File: src/rtl/imiss_merge_queue.sv
// Instruction-miss queue: tracks outstanding line fetches in a circular buffer,
// merging same-line requests from different threads so one response wakes them all.
`timescale 1ns/1ps
module imiss_merge_queue #(
  parameter int NUM_THREADS = 8,
  parameter int DEPTH       = 8,
  parameter int ADDR_W      = 32,
  parameter int OFFSET_W    = 6
) (
  input  logic                     clk,
  input  logic                     reset,
  input  logic                     enable,
  input  logic                     req_valid,
  output logic                     req_ready,
  input  logic [ADDR_W-1:0]        req_address,
  input  logic [NUM_THREADS-1:0]   req_thread_oh,
  output logic                     out_valid,
  input  logic                     out_ready,
  output logic [ADDR_W-1:0]        out_address,
  output logic [NUM_THREADS-1:0]   out_thread_mask,
  input  logic                     resp_valid,
  output logic [ADDR_W-1:0]        resp_address,
  output logic [NUM_THREADS-1:0]   resp_thread_mask,
  output logic [$clog2(DEPTH):0]   count,
  output logic                     error
);

  localparam int PTR_W  = $clog2(DEPTH);
  localparam int CNT_W  = PTR_W + 1;
  localparam int LINE_W = ADDR_W - OFFSET_W;

  logic [DEPTH-1:0]       valid_r;
  logic [DEPTH-1:0]       issued_r;
  logic [LINE_W-1:0]      line_r [DEPTH];
  logic [NUM_THREADS-1:0] mask_r [DEPTH];
  logic [PTR_W-1:0]       tail_r;
  logic [PTR_W-1:0]       issue_ptr_r;
  logic [PTR_W-1:0]       retire_ptr_r;
  logic [CNT_W-1:0]       count_r;
  logic                   error_r;

  logic [LINE_W-1:0] req_line_s;
  logic              head_issuable_s;
  logic              retire_ready_s;
  logic              retire_s;
  logic              error_set_s;
  logic              hit_s;
  logic [PTR_W-1:0]  hit_idx_s;
  logic              full_s;
  logic              accept_s;
  logic              alloc_s;
  logic              merge_s;
  logic              issue_s;
  logic              unused_offset_s;

  assign req_line_s      = req_address[ADDR_W-1:OFFSET_W];
  assign unused_offset_s = ^req_address[OFFSET_W-1:0];

  assign head_issuable_s = valid_r[issue_ptr_r] & ~issued_r[issue_ptr_r];
  assign retire_ready_s  = valid_r[retire_ptr_r] & issued_r[retire_ptr_r];
  assign retire_s        = enable & resp_valid & retire_ready_s;
  assign error_set_s     = enable & resp_valid & ~retire_ready_s;

  // Line match search; the entry retiring this cycle has already handed its
  // mask to the response, so it is excluded and a fresh entry gets allocated.
  always_comb begin
    hit_s     = 1'b0;
    hit_idx_s = {PTR_W{1'b0}};
    for (int i = DEPTH - 1; i >= 0; i--) begin
      if (valid_r[i] && (line_r[i] == req_line_s) &&
          !(retire_s && (retire_ptr_r == PTR_W'(i)))) begin
        hit_s     = 1'b1;
        hit_idx_s = PTR_W'(i);
      end else begin
        hit_s     = hit_s;
        hit_idx_s = hit_idx_s;
      end
    end
  end

  assign full_s    = (count_r == CNT_W'(DEPTH));
  assign req_ready = enable & (~full_s | hit_s);
  assign accept_s  = req_valid & req_ready;
  assign alloc_s   = accept_s & ~hit_s;
  assign merge_s   = accept_s & hit_s;
  assign out_valid = enable & head_issuable_s;
  assign issue_s   = out_valid & out_ready;

  // Data outputs, zeroed whenever the addressed entry is not in the right phase.
  always_comb begin
    if (head_issuable_s) begin
      out_address     = {line_r[issue_ptr_r], {OFFSET_W{1'b0}}};
      out_thread_mask = mask_r[issue_ptr_r];
    end else begin
      out_address     = {ADDR_W{1'b0}};
      out_thread_mask = {NUM_THREADS{1'b0}};
    end
    if (retire_ready_s) begin
      resp_address     = {line_r[retire_ptr_r], {OFFSET_W{1'b0}}};
      resp_thread_mask = mask_r[retire_ptr_r];
    end else begin
      resp_address     = {ADDR_W{1'b0}};
      resp_thread_mask = {NUM_THREADS{1'b0}};
    end
  end

  // Entry status, pointers, occupancy and sticky error.
  always_ff @(posedge clk or posedge reset) begin
    if (reset) begin
      valid_r      <= {DEPTH{1'b0}};
      issued_r     <= {DEPTH{1'b0}};
      tail_r       <= {PTR_W{1'b0}};
      issue_ptr_r  <= {PTR_W{1'b0}};
      retire_ptr_r <= {PTR_W{1'b0}};
      count_r      <= {CNT_W{1'b0}};
      error_r      <= 1'b0;
    end else begin
      if (alloc_s) begin
        valid_r[tail_r]  <= 1'b1;
        issued_r[tail_r] <= 1'b0;
        tail_r           <= tail_r + PTR_W'(1);
      end
      if (issue_s) begin
        issued_r[issue_ptr_r] <= 1'b1;
        issue_ptr_r           <= issue_ptr_r + PTR_W'(1);
      end
      if (retire_s) begin
        valid_r[retire_ptr_r]  <= 1'b0;
        issued_r[retire_ptr_r] <= 1'b0;
        retire_ptr_r           <= retire_ptr_r + PTR_W'(1);
      end
      case ({alloc_s, retire_s})
        2'b10:   count_r <= count_r + CNT_W'(1);
        2'b01:   count_r <= count_r - CNT_W'(1);
        default: count_r <= count_r;
      endcase
      if (error_set_s) begin
        error_r <= 1'b1;
      end
    end
  end

  // Line/mask payload; not reset, qualified by valid_r everywhere it is read.
  always_ff @(posedge clk) begin
    for (int i = 0; i < DEPTH; i++) begin
      if (alloc_s && (tail_r == PTR_W'(i))) begin
        line_r[i] <= req_line_s;
        mask_r[i] <= req_thread_oh;
      end else if (merge_s && (hit_idx_s == PTR_W'(i))) begin
        mask_r[i] <= mask_r[i] | req_thread_oh;
      end
    end
  end

  assign count = count_r;
  assign error = error_r;

endmodule

File: config.mk
export PLATFORM = sky130hd
export DESIGN_NAME = imiss_merge_queue
export DESIGN_NICKNAME = d
export VERILOG_FILES = /design/src/rtl/imiss_merge_queue.sv
export SDC_FILE = /design/constraint.sdc
export NUM_CORES = 1
export LEC_CHECK = 0
export CAP_MARGIN = 20
export CORE_MARGIN = 3
export CORE_UTILIZATION = 48
export CTS_CLUSTER_SIZE = 12
export DETAILED_ROUTE_END_ITERATION = 8
export PLACE_DENSITY = 0.67
export SETUP_SLACK_MARGIN = 0.02
export SYNTH_ARGS = -nofsm -noshare
export SYNTH_HDL_FRONTEND = slang
export SYNTH_SLANG_ARGS = --single-unit
File: constraint.sdc
create_clock -name clk -period 7.38 [get_ports clk]
set_clock_uncertainty 0.15 [all_clocks]
set_input_delay 2.214 -clock clk [delete_from_list [all_inputs] [get_ports clk]]
set_output_delay 2.214 -clock clk [all_outputs]
set_load 0.01 [all_outputs]
==> metrics.md <==
| Metric | Value |
|---|---|
| Max-Cap Viols | `0` |
| Period Utilization, post-route | `0.989` |
| Logic pwr share | `0.479` |
| Post-layout instance area | `22000 µm²` |
| CTS Hold Bufs | `0` |
| Worst slew pin tran | `1.13 ns` |
| Final antenna-violating net count | `0` |
| Initial core utilization | `0.491` |
| Number of synthesized flops with an enable pin | `272` |
| Fin. Hold Viols | `0` |
| P_sw | `3.27 mW` |
| Hold Crit Class | `reg -> reg` |
| Core area | `37000 µm²` |
| Ports | `133` |
| R2R Path Start | `retire_ptr_r[1]$_DFFE_PP0P_` |
| Synth area leaders | `edfxtp_1 (45%), xnor2_1 (8.5%), mux4_2 (8.2%)` |
| Clock share of power | `0.216` |
| FP Rows | `70` |
| Vias | `14014` |
| Pint | `4.94 mW` |
| Power per Cell Area | `374 nW/µm²` |
| Critical path capture point | `req_ready` |
| Final Worst Setup Slack | `0.0821 ns` |
| Final Max Slew Viols | `0` |
| Commonest non-fill, non-tap cell in the layout | `edfxtp_1` |
| Gpl congestion | `1.02` |
| Sequential share of the synthesized area | `0.491` |
| Placed cells | `2089` |
| CTS tree | `yes` |
| Synthesis Warnings | `0` |
| Final worst path period need | `7.30 ns` |
| RSZ-0062 raised after global routing | `false` |
| Outcome | `complete, no violations` |
| Die X | `200 µm` |
| Total GRT Usage | `0.312` |
| Residual DRC count | `0` |
| Sequential share of power | `0.304` |
| Finished Layout Cells | `2155` |
| CTS Buffer Depth | `3` |
| Die height | `200 µm` |
| Syn Inst Count | `1423` |
| Number of synthesized register bits | `302` |
| # setup viols final | `0` |
| Drt pass-1 iters | `6` |
| Hold_sp | `error$_DFFE_PP0P_` |
| Post-synthesis cell area | `18200 µm²` |
| Congestion Overflow GR | `0` |
| Core Util, Final | `0.595` |
| Place WS | `-0.237 ns` |
| Total design power | `8.21 mW` |
| Sw Share | `0.398` |
| Slew margin rel. | `0.248` |
| DR WL/cell | `29.7 µm` |
| P_leak | `7.55 nW` |
| Library cells used by synthesis | `78` |
| Vias per cell | `6.50` |
| N_diodes | `0` |
| Worst r2r dst | `mask_r[6][6]$_DFFE_PP_` |
| Maximum fanout along the worst path | `9` |
| Syn_area_per_cell | `12.8 µm²` |
| CP Capture Type | `primary output` |
| Clk slew on worst S/H paths | `0.06 ns` |
| Critical path class | `in -> out` |
| Vias in the first global route | `13875` |
| Reg2Reg Depth | `9` |
| Largest net degree at the start of global routing | `51` |
| Initial DRC count | `1650` |
| Detailed Place HPWL | `43800 µm` |
| Clk sink count | `302` |
| CP arrival | `4.93 ns` |
| Area Growth Syn to Fin | `21.1%` |
| First-pass GRT wire length | `93900 µm` |
| Max VDD drop | `255 µV` |
| Clk root buf | `clkbuf_16` |
| Dominant cell type by area after synthesis | `edfxtp_1` |
| Critical Path Start | `req_address[13]` |
| Min Hold Slack | `0.307 ns` |
| Skew-Pair Late Insertion Delay | `0.55 ns` |
| Share of async-settable or async-resettable flops after synthesis | `0.0993` |
| H-tree levels | `2` |
| FMAX | `137 MHz` |
| Yosys top cell area share | `0.450` |
| Final nets | `1687` |
| Antenna violations before repair | `0` |
| Placed cell areas | `20800 µm²` |
| Most frequent cells in the layout | `edfxtp_1 (272), xnor2_1 (176), buf_4 (159)` |
| Worst Path Required | `5.02 ns` |
| Dominant synthesized flop cell | `edfxtp_1` |
| Die area | `40200 µm²` |
| R2R Setup Slk | `2.40 ns` |
| Layout cells sized above 1 | `0.247` |
| Port buffer count | `114` |
| Num CTS Buffers | `37` |
| Sum Neg Setup Slack | `0 ns` |
| Startpoint Class | `primary input` |
| Final WL | `64000 µm` |
-- state kept, by name, indices dropped and copies added (netlist names) --
register      count
retire_ptr_r      3
issued_r          8
error             1
issue_ptr_r       3
count             4
tail_r            3
line_r          208
mask_r           64
valid_r           8
-- final cells by class --
cell class                 count  area, µm²
sequential                   302       8930
clock buffer                  44        973
fill                        3027      15000
clock inverter                21        193
multi-input combinational    984       8640
inverter                      16       60.1
tap                          504        631
timing repair buffer         284       2550
-- metal layers --
metal / track usage / part of all wire / up-vias
li1: - / - / 5959
met2: 0.501 / 0.47 / 823
met4: 0.132 / 0.046 / 0
met5: 0 / 0 / -
met1: 0.427 / 0.40 / 7080
met3: 0.0461 / 0.087 / 152
-- kinds of logic (layout without fill, tap and decap cells) --
family / Yosys count / after routing / synth area share
mux: 184 / 184 / 0.151
flops: 302 / 302 / 0.491
compound gates: 295 / 295 / 0.127
simple gates: 260 / 260 / 0.0764
other cells: 1 / 12 / 0.000207
fa+ha+maj: 16 / 16 / 0.0110
buf+inv: 148 / 365 / 0.0378
xor+xnor: 217 / 217 / 0.106
-- critical path, stage by stage --
cell             delay [ns]
clkdlybuf4s50_1        0.58
buf_12                 0.23
xnor2_1                0.17
nand4_1                0.23
nor4_1                 0.44
o311ai_0               0.29
nand2_1                0.19
nor3_2                 0.09
a31oi_1                0.21
dlygate4sd2_1          0.29
-- power by group through the flow --
stage	Clock, mW	Sequential [mW]	Combinational (mW)
finish	1.78	2.50	3.93
global route	1.88	2.53	4.14
CTS	1.80	2.49	3.92
detailed placement	0	2.52	3.89
global placement	0	2.52	3.86
floorplan	0	2.23	2.38
-- Yosys cell counts (15+ instances only) --
master / number
a211oi_1: 33
a21o_1: 35
a21oi_1: 23
a31o_1: 16
a31o_2: 16
buf_1: 30
buf_4: 15
clkbuf_1: 71
dfrtp_1: 30
edfxtp_1: 272
ha_1: 16
inv_1: 15
mux2_2: 59
mux2i_1: 59
mux4_2: 66
nand2_1: 41
nand3_1: 15
nand4_1: 56
nor2_1: 61
nor3_1: 22
nor4_1: 16
o21a_1: 21
o221ai_1: 38
o22ai_1: 51
xnor2_1: 176
xor2_1: 39
-- how the worst min path moves through the flow --
stage          cells past startpoint                   end  slack [ns]
6_report                           1     error$_DFFE_PP0P_        0.31
2_1_floorplan                      2  valid_r[5]$_DFF_PP0_        0.34
3_3_place_gp                       1     error$_DFFE_PP0P_        0.29
4_1_cts                            1     error$_DFFE_PP0P_        0.31
3_5_place_dp                       1     error$_DFFE_PP0P_        0.30
5_1_grt                            1     error$_DFFE_PP0P_        0.33
-- what timing repair did --
action,in CTS,in global routing
setup buffers,0,1
pin swaps,0,2
setup endpoints to repair,1,1
resized for setup,3,0
Note: power is estimated with default switching activity, not from simulation.
